--- src/rtl/mem_arb_pkg.sv ---
// mem_arb_pkg: shared types and constants for the memory arbiter.
//   state_t   - arbiter FSM states (IDLE, ISSUE, WAIT, ACK)
//   owner_t   - which port owns the memory (OWN_INSTR, OWN_DATA)
//   LAT_CNT_W - width of the read-latency counter (covers MEM_LATENCY 1..15)
package mem_arb_pkg;

    typedef enum logic [1:0] {
        IDLE  = 2'd0,
        ISSUE = 2'd1,
        WAIT  = 2'd2,
        ACK   = 2'd3
    } state_t;

    typedef enum logic {
        OWN_INSTR = 1'b0,
        OWN_DATA  = 1'b1
    } owner_t;

    localparam int LAT_CNT_W = 4;

endpackage

--- src/rtl/mem_arbiter_arb2_grant.sv ---
// arb2_grant: two-way grant decision between the instruction and data ports.
// Optional feature macro: MEM_ARB_RR_EN
//   defined   -> round-robin: on a tie the port not granted last wins
//   undefined -> fixed priority: on a tie the data port always wins
// A lone request wins immediately in either mode.
// Ports:
//   clk, rstz  - clock, synchronous active-low reset
//   instr_req  - instruction port request
//   data_req   - data port request
//   take       - the arbiter accepts the current grant this cycle
//   grant      - combinational winner (meaningful only when a req is high)
module arb2_grant
    import mem_arb_pkg::*;
(
    input  logic   clk,
    input  logic   rstz,
    input  logic   instr_req,
    input  logic   data_req,
    input  logic   take,
    output owner_t grant
);

    // Last owner; resets to data so the first tie under round-robin goes to instr.
    owner_t last_owner;

    always_ff @(posedge clk) begin
        if (!rstz) begin
            last_owner <= OWN_DATA;
        end else if (take) begin
            last_owner <= grant;
        end
    end

`ifdef MEM_ARB_RR_EN
    always_comb begin
        grant = OWN_INSTR;
        if (instr_req && data_req) begin
            grant = (last_owner == OWN_DATA) ? OWN_INSTR : OWN_DATA;
        end else if (data_req) begin
            grant = OWN_DATA;
        end
    end
`else
    // Pointer is kept for a uniform reset state but does not steer fixed priority.
    logic last_owner_unused;
    assign last_owner_unused = (last_owner == OWN_DATA);

    always_comb begin
        grant = OWN_INSTR;
        if (data_req || !instr_req) begin
            grant = OWN_DATA;
        end
    end
`endif

endmodule

--- src/rtl/mem_arbiter.sv ---
// mem_arbiter: shares one single-port memory between a read-only instruction
// port and a read/write data port.
// Optional feature macro: MEM_ARB_RR_EN (round-robin ties; default fixed data priority).
// Handshake: a requester raises req with stable fields and holds them until its
// ack; ack is a single-cycle pulse carrying the read data on that port's output.
// Ports:
//   clk, rstz                                   - clock, synchronous active-low reset
//   instr_addr/instr_req -> instr_data/instr_ack - instruction read port
//   data_addr/data_wr_data/data_mask/data_wr_en/data_req
//                        -> data_rd_data/data_ack - data port
//   mem_addr/mem_wr_data/mem_mask/mem_wr_en/mem_en, mem_rd_data - memory side
//   busy        - FSM not in IDLE
//   grant_data  - current/last owner is the data port
//   dbg_state   - FSM state for observation
// Parameter MEM_LATENCY (1..15): cycles from mem_en to valid mem_rd_data.
module mem_arbiter
    import mem_arb_pkg::*;
#(
    parameter int MEM_LATENCY = 1
)
(
    input  logic        clk,
    input  logic        rstz,
    input  logic [31:0] instr_addr,
    input  logic        instr_req,
    output logic [31:0] instr_data,
    output logic        instr_ack,
    input  logic [31:0] data_addr,
    input  logic [31:0] data_wr_data,
    input  logic [3:0]  data_mask,
    input  logic        data_wr_en,
    input  logic        data_req,
    output logic [31:0] data_rd_data,
    output logic        data_ack,
    output logic [31:0] mem_addr,
    output logic [31:0] mem_wr_data,
    output logic [3:0]  mem_mask,
    output logic        mem_wr_en,
    output logic        mem_en,
    input  logic [31:0] mem_rd_data,
    output logic        busy,
    output logic        grant_data,
    output state_t      dbg_state
);

    localparam logic [LAT_CNT_W-1:0] WAIT_LOAD = LAT_CNT_W'(MEM_LATENCY - 1);

    state_t                 state;
    logic [LAT_CNT_W-1:0]   lat_cnt;
    owner_t                 grant;
    logic                   take;

    assign take      = (state == IDLE) && (instr_req || data_req);
    assign busy      = (state != IDLE);
    assign dbg_state = state;

    arb2_grant u_grant (
        .clk       (clk),
        .rstz      (rstz),
        .instr_req (instr_req),
        .data_req  (data_req),
        .take      (take),
        .grant     (grant)
    );

    // mem_addr/mem_wr_data/mem_mask double as the latched request fields; they
    // only change when a new request is accepted in IDLE. mem_wr_en is nonzero
    // only during ISSUE, so in ISSUE it also tells write from read.
    always_ff @(posedge clk) begin
        if (!rstz) begin
            state        <= IDLE;
            lat_cnt      <= '0;
            grant_data   <= 1'b0;
            mem_addr     <= '0;
            mem_wr_data  <= '0;
            mem_mask     <= '0;
            mem_wr_en    <= 1'b0;
            mem_en       <= 1'b0;
            instr_ack    <= 1'b0;
            data_ack     <= 1'b0;
            instr_data   <= '0;
            data_rd_data <= '0;
        end else begin
            case (state)
                IDLE: begin
                    if (take) begin
                        state  <= ISSUE;
                        mem_en <= 1'b1;
                        if (grant == OWN_DATA) begin
                            grant_data  <= 1'b1;
                            mem_addr    <= data_addr;
                            mem_wr_data <= data_wr_data;
                            mem_mask    <= data_mask;
                            mem_wr_en   <= data_wr_en;
                        end else begin
                            grant_data  <= 1'b0;
                            mem_addr    <= instr_addr;
                            mem_wr_data <= '0;
                            mem_mask    <= 4'hF;
                            mem_wr_en   <= 1'b0;
                        end
                    end
                end
                ISSUE: begin
                    mem_en    <= 1'b0;
                    mem_wr_en <= 1'b0;
                    if (mem_wr_en) begin
                        // Only the data port can write; its read data is left untouched.
                        state    <= ACK;
                        data_ack <= 1'b1;
                    end else begin
                        state   <= WAIT;
                        lat_cnt <= WAIT_LOAD;
                    end
                end
                WAIT: begin
                    if (lat_cnt == '0) begin
                        state <= ACK;
                        if (grant_data) begin
                            data_rd_data <= mem_rd_data;
                            data_ack     <= 1'b1;
                        end else begin
                            instr_data <= mem_rd_data;
                            instr_ack  <= 1'b1;
                        end
                    end else begin
                        lat_cnt <= lat_cnt - 1'b1;
                    end
                end
                ACK: begin
                    instr_ack <= 1'b0;
                    data_ack  <= 1'b0;
                    state     <= IDLE;
                end
                default: begin
                    state <= IDLE;
                end
            endcase
        end
    end

endmodule

--- config.mk ---
export PLATFORM = sky130hd
export DESIGN_NAME = mem_arbiter
export DESIGN_NICKNAME = d
export VERILOG_FILES = /design/src/rtl/mem_arb_pkg.sv /design/src/rtl/mem_arbiter_arb2_grant.sv /design/src/rtl/mem_arbiter.sv
export SDC_FILE = /design/constraint.sdc
export NUM_CORES = 1
export LEC_CHECK = 0
export ABC_AREA = 1
export CAP_MARGIN = 20
export CORE_ASPECT_RATIO = 0.6
export CORE_MARGIN = 10
export CORE_UTILIZATION = 43
export DETAILED_ROUTE_END_ITERATION = 7
export PLACE_DENSITY_LB_ADDON = 0.3
export SLEW_MARGIN = 20
export SYNTH_ARGS = -nofsm -noshare
export SYNTH_HDL_FRONTEND = slang
export SYNTH_SLANG_ARGS = --single-unit
--- constraint.sdc ---
create_clock -name clk -period 3.3 [get_ports clk]
set_clock_uncertainty 0.05 [all_clocks]
set_input_delay 0.66 -clock clk [delete_from_list [all_inputs] [get_ports clk]]
set_output_delay 0.66 -clock clk [all_outputs]
set_load 0.005 [all_outputs]
==> Yosys cells after proc, flatten, opt, wreduce, memory -nomap -nowiden <==
Cells that the tools add are included.
{ "op_classes": {"reduce_logical": 19, "n_eq_ne": 10, "mux": 24, "add_sub_neg": 1, "n_bitwise": 1} }
{ "ops": {"columns": ["cell", "n"], "rows": [
  ["32-bit two-way mux", 2],
  ["2-bit != test (second input constant)", 7],
  ["4-bit two-way mux", 3],
  ["3-bit AND reduction", 4],
  ["1-bit two-way mux", 11],
  ["2-bit case mux with 4 select lines", 1],
  ["4-bit case mux with 2 select lines", 1],
  ["2-bit nonzero test", 4],
  ["1-bit case mux with 2 select lines", 3],
  ["2-bit AND reduction", 3],
  ["2-bit == test (second input constant)", 2],
  ["4-bit zero test", 1],
  ["2-bit two-way mux", 2],
  ["4-bit AND reduction", 1],
  ["4-bit by 1-bit subtractor with 4-bit output (second input constant)", 1],
  ["1-bit case mux with 3 select lines", 1],
  ["3-bit nonzero test", 1],
  ["2-bit by 1-bit == test with 1-bit output (second input constant)", 1],
  ["2-bit zero test", 1],
  ["1-bit logical OR", 2],
  ["1-bit logical AND", 1],
  ["1-bit zero test", 1],
  ["1-bit NOT", 1]
]} }
{ "word_totals": {"input_bits": 137, "reg_bits": 143, "elab_cells": 67} }

==> Logic depth before layout (Yosys ltp) <==
{ "depth": {"ltp_word": 6, "ltp_mapped": 9, "depth_no_buf": 8} }

==> Hierarchy <==
A second synthesis with hierarchy kept.
{ "hier_totals": {"hier_cells": 711, "area_unflattened_um2": 5691.7} }
{ "modules_own_cells": {"columns": ["mod", "n_inst", "cells_each", "area_each_um2"], "rows": [
  ["mem_arbiter", 1, 709, 5684.2],
  ["arb2_grant", 1, 2, 7.5]
]} }

==> Least setup slack after synthesis <==
Ideal clock, no wire load.
{ "synth_timing": {"path_kind": "flip-flop to flip-flop", "start": "register state[0] (netlist: dbg_state[0])", "end": "register data_rd_data[23]", "path_stages_with_launch": 8, "t_arrival_ps": 1446, "period_less_slack_ps": 1566, "slack_ps": 1734, "n_path_buf": 2, "cell_sequence": "dfxtp_1 inv_1 ha_1 buf_2 nand4_2 clkbuf_1 o21ai_0 a21oi_1"} }
{ "synth_between": {"elab_chain_cells": 2} }
{ "synth_rtl": {"columns": ["element", "line", "text"], "rows": [
  ["from (decl)", "mem_arbiter.sv:48", "state_t state;"],
  ["from (signal assigned)", "mem_arbiter.sv:71", "state <= IDLE;"],
  ["from (signal assigned)", "mem_arbiter.sv:87", "state <= ISSUE;"],
  ["from (signal assigned)", "mem_arbiter.sv:109", "state <= ACK;"],
  ["2-bit == test", "mem_arbiter.sv:84", "case (state)"],
  ["3-bit AND reduction (no line)", null, null],
  ["to (signal assigned)", "mem_arbiter.sv:120", "data_rd_data <= mem_rd_data;"],
  ["to (decl)", "mem_arbiter.sv:33", "output logic [31:0] data_rd_data,"]
]} }
Every way passes these cells.
A chain may end at the register's enable or synchronous reset.

==> Worst setup path after layout <==
{ "layout_timing": {"start": "register state[0] (netlist: dbg_state[0])", "end": "output port busy"} }
{ "layout_between": {"elab_chain_cells": 1} }
{ "layout_rtl": {"columns": ["element", "line", "text"], "rows": [
  ["2-bit nonzero test", "mem_arbiter.sv:54", "assign busy = (state != IDLE);"],
  ["to (decl)", "mem_arbiter.sv:41", "output logic busy,"]
]} }
Every way passes these cells.

==> results.yml <==
placement:
  dp_cells: 1112
  place.port_buffers: 276
  pre_cts_slack_ns: 0.850
  place_hpwl_um: 14300
  gp_congestion: 0.820
yosys:
  syn_area_sq_um: 5460
  yosysSeqAreaShare: 0.525
  ys_ff_latch: 143
  syn_inst: 709
  ys_types: 21
  ys_warn_count: 0
  avgSynthCellArea_sq_um: 7.70
  syn_nets: 853
final_layout:
  n_antenna_cell: 0
  drive_gt1_frac: 0.0501
  area_growth_pct: 62.2
  nets: 1110
  final_cell_mix: "clkdlybuf4s50_1 (275), dfxtp_1 (143), a21oi_1 (136)"
  final_cells: 1144
  layout_commonest_cell: "clkdlybuf4s50_1"
die:
  die_h_um: 107
  fp-row-count: 31
  die-area_sq_um: 17700
  die_w_um: 165
  coreArea_sq_um: 12200
  start_util: 0.447
  ios: 277
critical_path:
  crit_path_end_kind: "primary output"
  path_max_fanout: 6
  r2r_slack_ns: 0.94
  critPathBufInv: 3
  criticalPathCategory: "reg -> out"
  crit_path_max_incr_delay_ns: 0.53
  crit_path_frequent_cell: "inv_1"
  cp.arrival_ns: 1.95
  crit_chain: "inv_1 > ha_1 > inv_1 > clkdlybuf4s50_1"
  cp_top_family: "buffers and inverters"
  critPathRequiredTime_ns: 2.59
  critPathLaunchType: "register"
  cp_slowest_cell: "clkdlybuf4s50_1"
routing:
  drt_iter0_drc: 438
  final_antenna_net_count: 0
  route.detailed.wl_per_inst_um: 17.0
  vias: 5553
  drc: 0
  routed_via_density: 4.85
  finalWirelength_um: 19500
  first_pass_iters: 5
power_and_ir_drop:
  power.density_nw_per_um2: 751
  swShare: 0.329
  power_leakage_nw: 3.38
  p_sw_w: 0.00219
  seqPwrFrac: 0.360
  p_int_w: 0.00446
  worst_ir_drop_vdd_v: 0.000727
  power.share.clock: 0.271
  p_comb_frac: 0.369
sta:
  worst_pin_slew_ns: 0.818
  setup_slack_ns: 0.641
  fin_crit_sh: 0.806
  setup_violations: 0
  finalCriticalPeriod_ns: 2.66
  finalSetupTns_ns: 0
  relSlewSlack: 0.455
  rsz0062_at_grt: "no"
  slew_viol_final: 0
  max_freq_mhz: 376
  hold_viol_final: 0
grt:
  grt-ovfl-total: 0
  antenna_found_initial: 1
  grt_pass1_vias: 5492
  grt_max_degree: 64
  grt_usage: 0.207
  grt_pass1_wl_um: 29200
min_path:
  hold_class: "reg -> reg"
status:
  status: "complete, no violations"
job:
  cap_violations: 0
cts:
  cts_htree_levels: 4
  cts_buffers: 17
  post_cts_buffers: 0
  cts_resized: 0
  max-clock-path-buffers: 2
  clk-insertion-delay-late_ns: 0.40
  cts_tree: "done"
  clk_pin_slew_ns: 0.06
  clock-sinks: 143
  root_buffer: "clkbuf_16"
  hold_buffers: 0
## area by class of cell
class / count / area (sq um)
clock buffers: 20 / 447
multi-input cells: 470 / 2190
inverters: 49 / 184
fillers: 1005 / 3370
repair buffers: 285 / 2850
well taps: 165 / 206
flip-flops and latches: 143 / 2860
clock inverters: 12 / 110
## power groups by stage
stage	logic (W)	clock network (W)	registers [W]
6_report	0.00245	0.00180	0.00240
5_1_grt	0.00272	0.00191	0.00244
4_1_cts	0.00248	0.00184	0.00239
3_5_place_dp	0.00246	0	0.00242
3_3_place_gp	0.00244	0	0.00241
2_1_floorplan	0.00109	0	0.00244
## synthesized netlist by cell type, drive strengths merged
master / number / share of area
dfxtp: 143 / 0.52
a21oi: 136 / 0.12
nand2: 122 / 0.084
o21ai: 103 / 0.097
nor2: 89 / 0.065
inv: 48 / 0.033
clkbuf: 27 / 0.020
buf: 20 / 0.021
nand3: 8 / 0.0073
ha: 7 / 0.016
nand4: 3 / 0.0046
clkinv: 1 / 0.00069
nand3b: 1 / 0.0014
o211ai: 1 / 0.0014
## state kept, by name, indices dropped and copies added, names as in the netlist
name / count
mem_wr_data: 32
mem_en: 1
mem_wr_en: 1
data_ack: 1
dbg_state: 2
data_rd_data: 32
instr_data: 32
grant_data: 1
lat_cnt: 4
mem_addr: 32
instr_ack: 1
mem_mask: 4
## metal layers
| metal | part of all wire | vias to the layer above | global-route usage |
|---|---|---|---|
| li1 | - | 2833 | - |
| met1 | 0.42 | 2494 | 0.236 |
| met2 | 0.45 | 210 | 0.336 |
| met3 | 0.12 | 14 | 0.107 |
| met4 | 0.011 | 2 | 0.0487 |
| met5 | 0.00051 | - | 0 |
## metrics by stage
stage / cell area, sq um / util / hold WS [ns] / power, W
floorplan: 5460 / - / 0.390 / 0.00354
global placement: 8290 / 0.679 / 0.382 / 0.00485
detailed placement: 8290 / 0.679 / 0.384 / 0.00488
CTS: 8850 / 0.724 / 0.394 / 0.00671
global route: 8850 / 0.724 / 0.407 / 0.00707
finish: 8850 / 0.724 / 0.391 / 0.00665
## cell families after synthesis
group           synth area share
compound gates             0.223
fa+ha+maj                 0.0160
buf+inv                   0.0743
flops                      0.525
simple gates               0.163
## worst reg2reg max path, stage by stage, from the launching register on
cell and delay (ns):
dfxtp_1 0.37, inv_1 0.15, ha_1 0.37, nand4_2 0.62, buf_12 0.42, o21ai_0 0.21
a21oi_1 0.07
## final timing paths
| check | depth (start not counted) | end | startpoint |
|---|---|---|---|
| max | 4 | busy | dbg_state[0]$_SDFFE_PN0P_ |
| min | 2 | data_rd_data[3]$_SDFFE_PN0P_ | data_rd_data[3]$_SDFFE_PN0P_ |
| max reg2reg | 6 | data_rd_data[15]$_SDFFE_PN0P_ | dbg_state[0]$_SDFFE_PN0P_ |
| min reg2reg | 2 | data_rd_data[3]$_SDFFE_PN0P_ | data_rd_data[3]$_SDFFE_PN0P_ |
(Power assumes the default switching activity.)
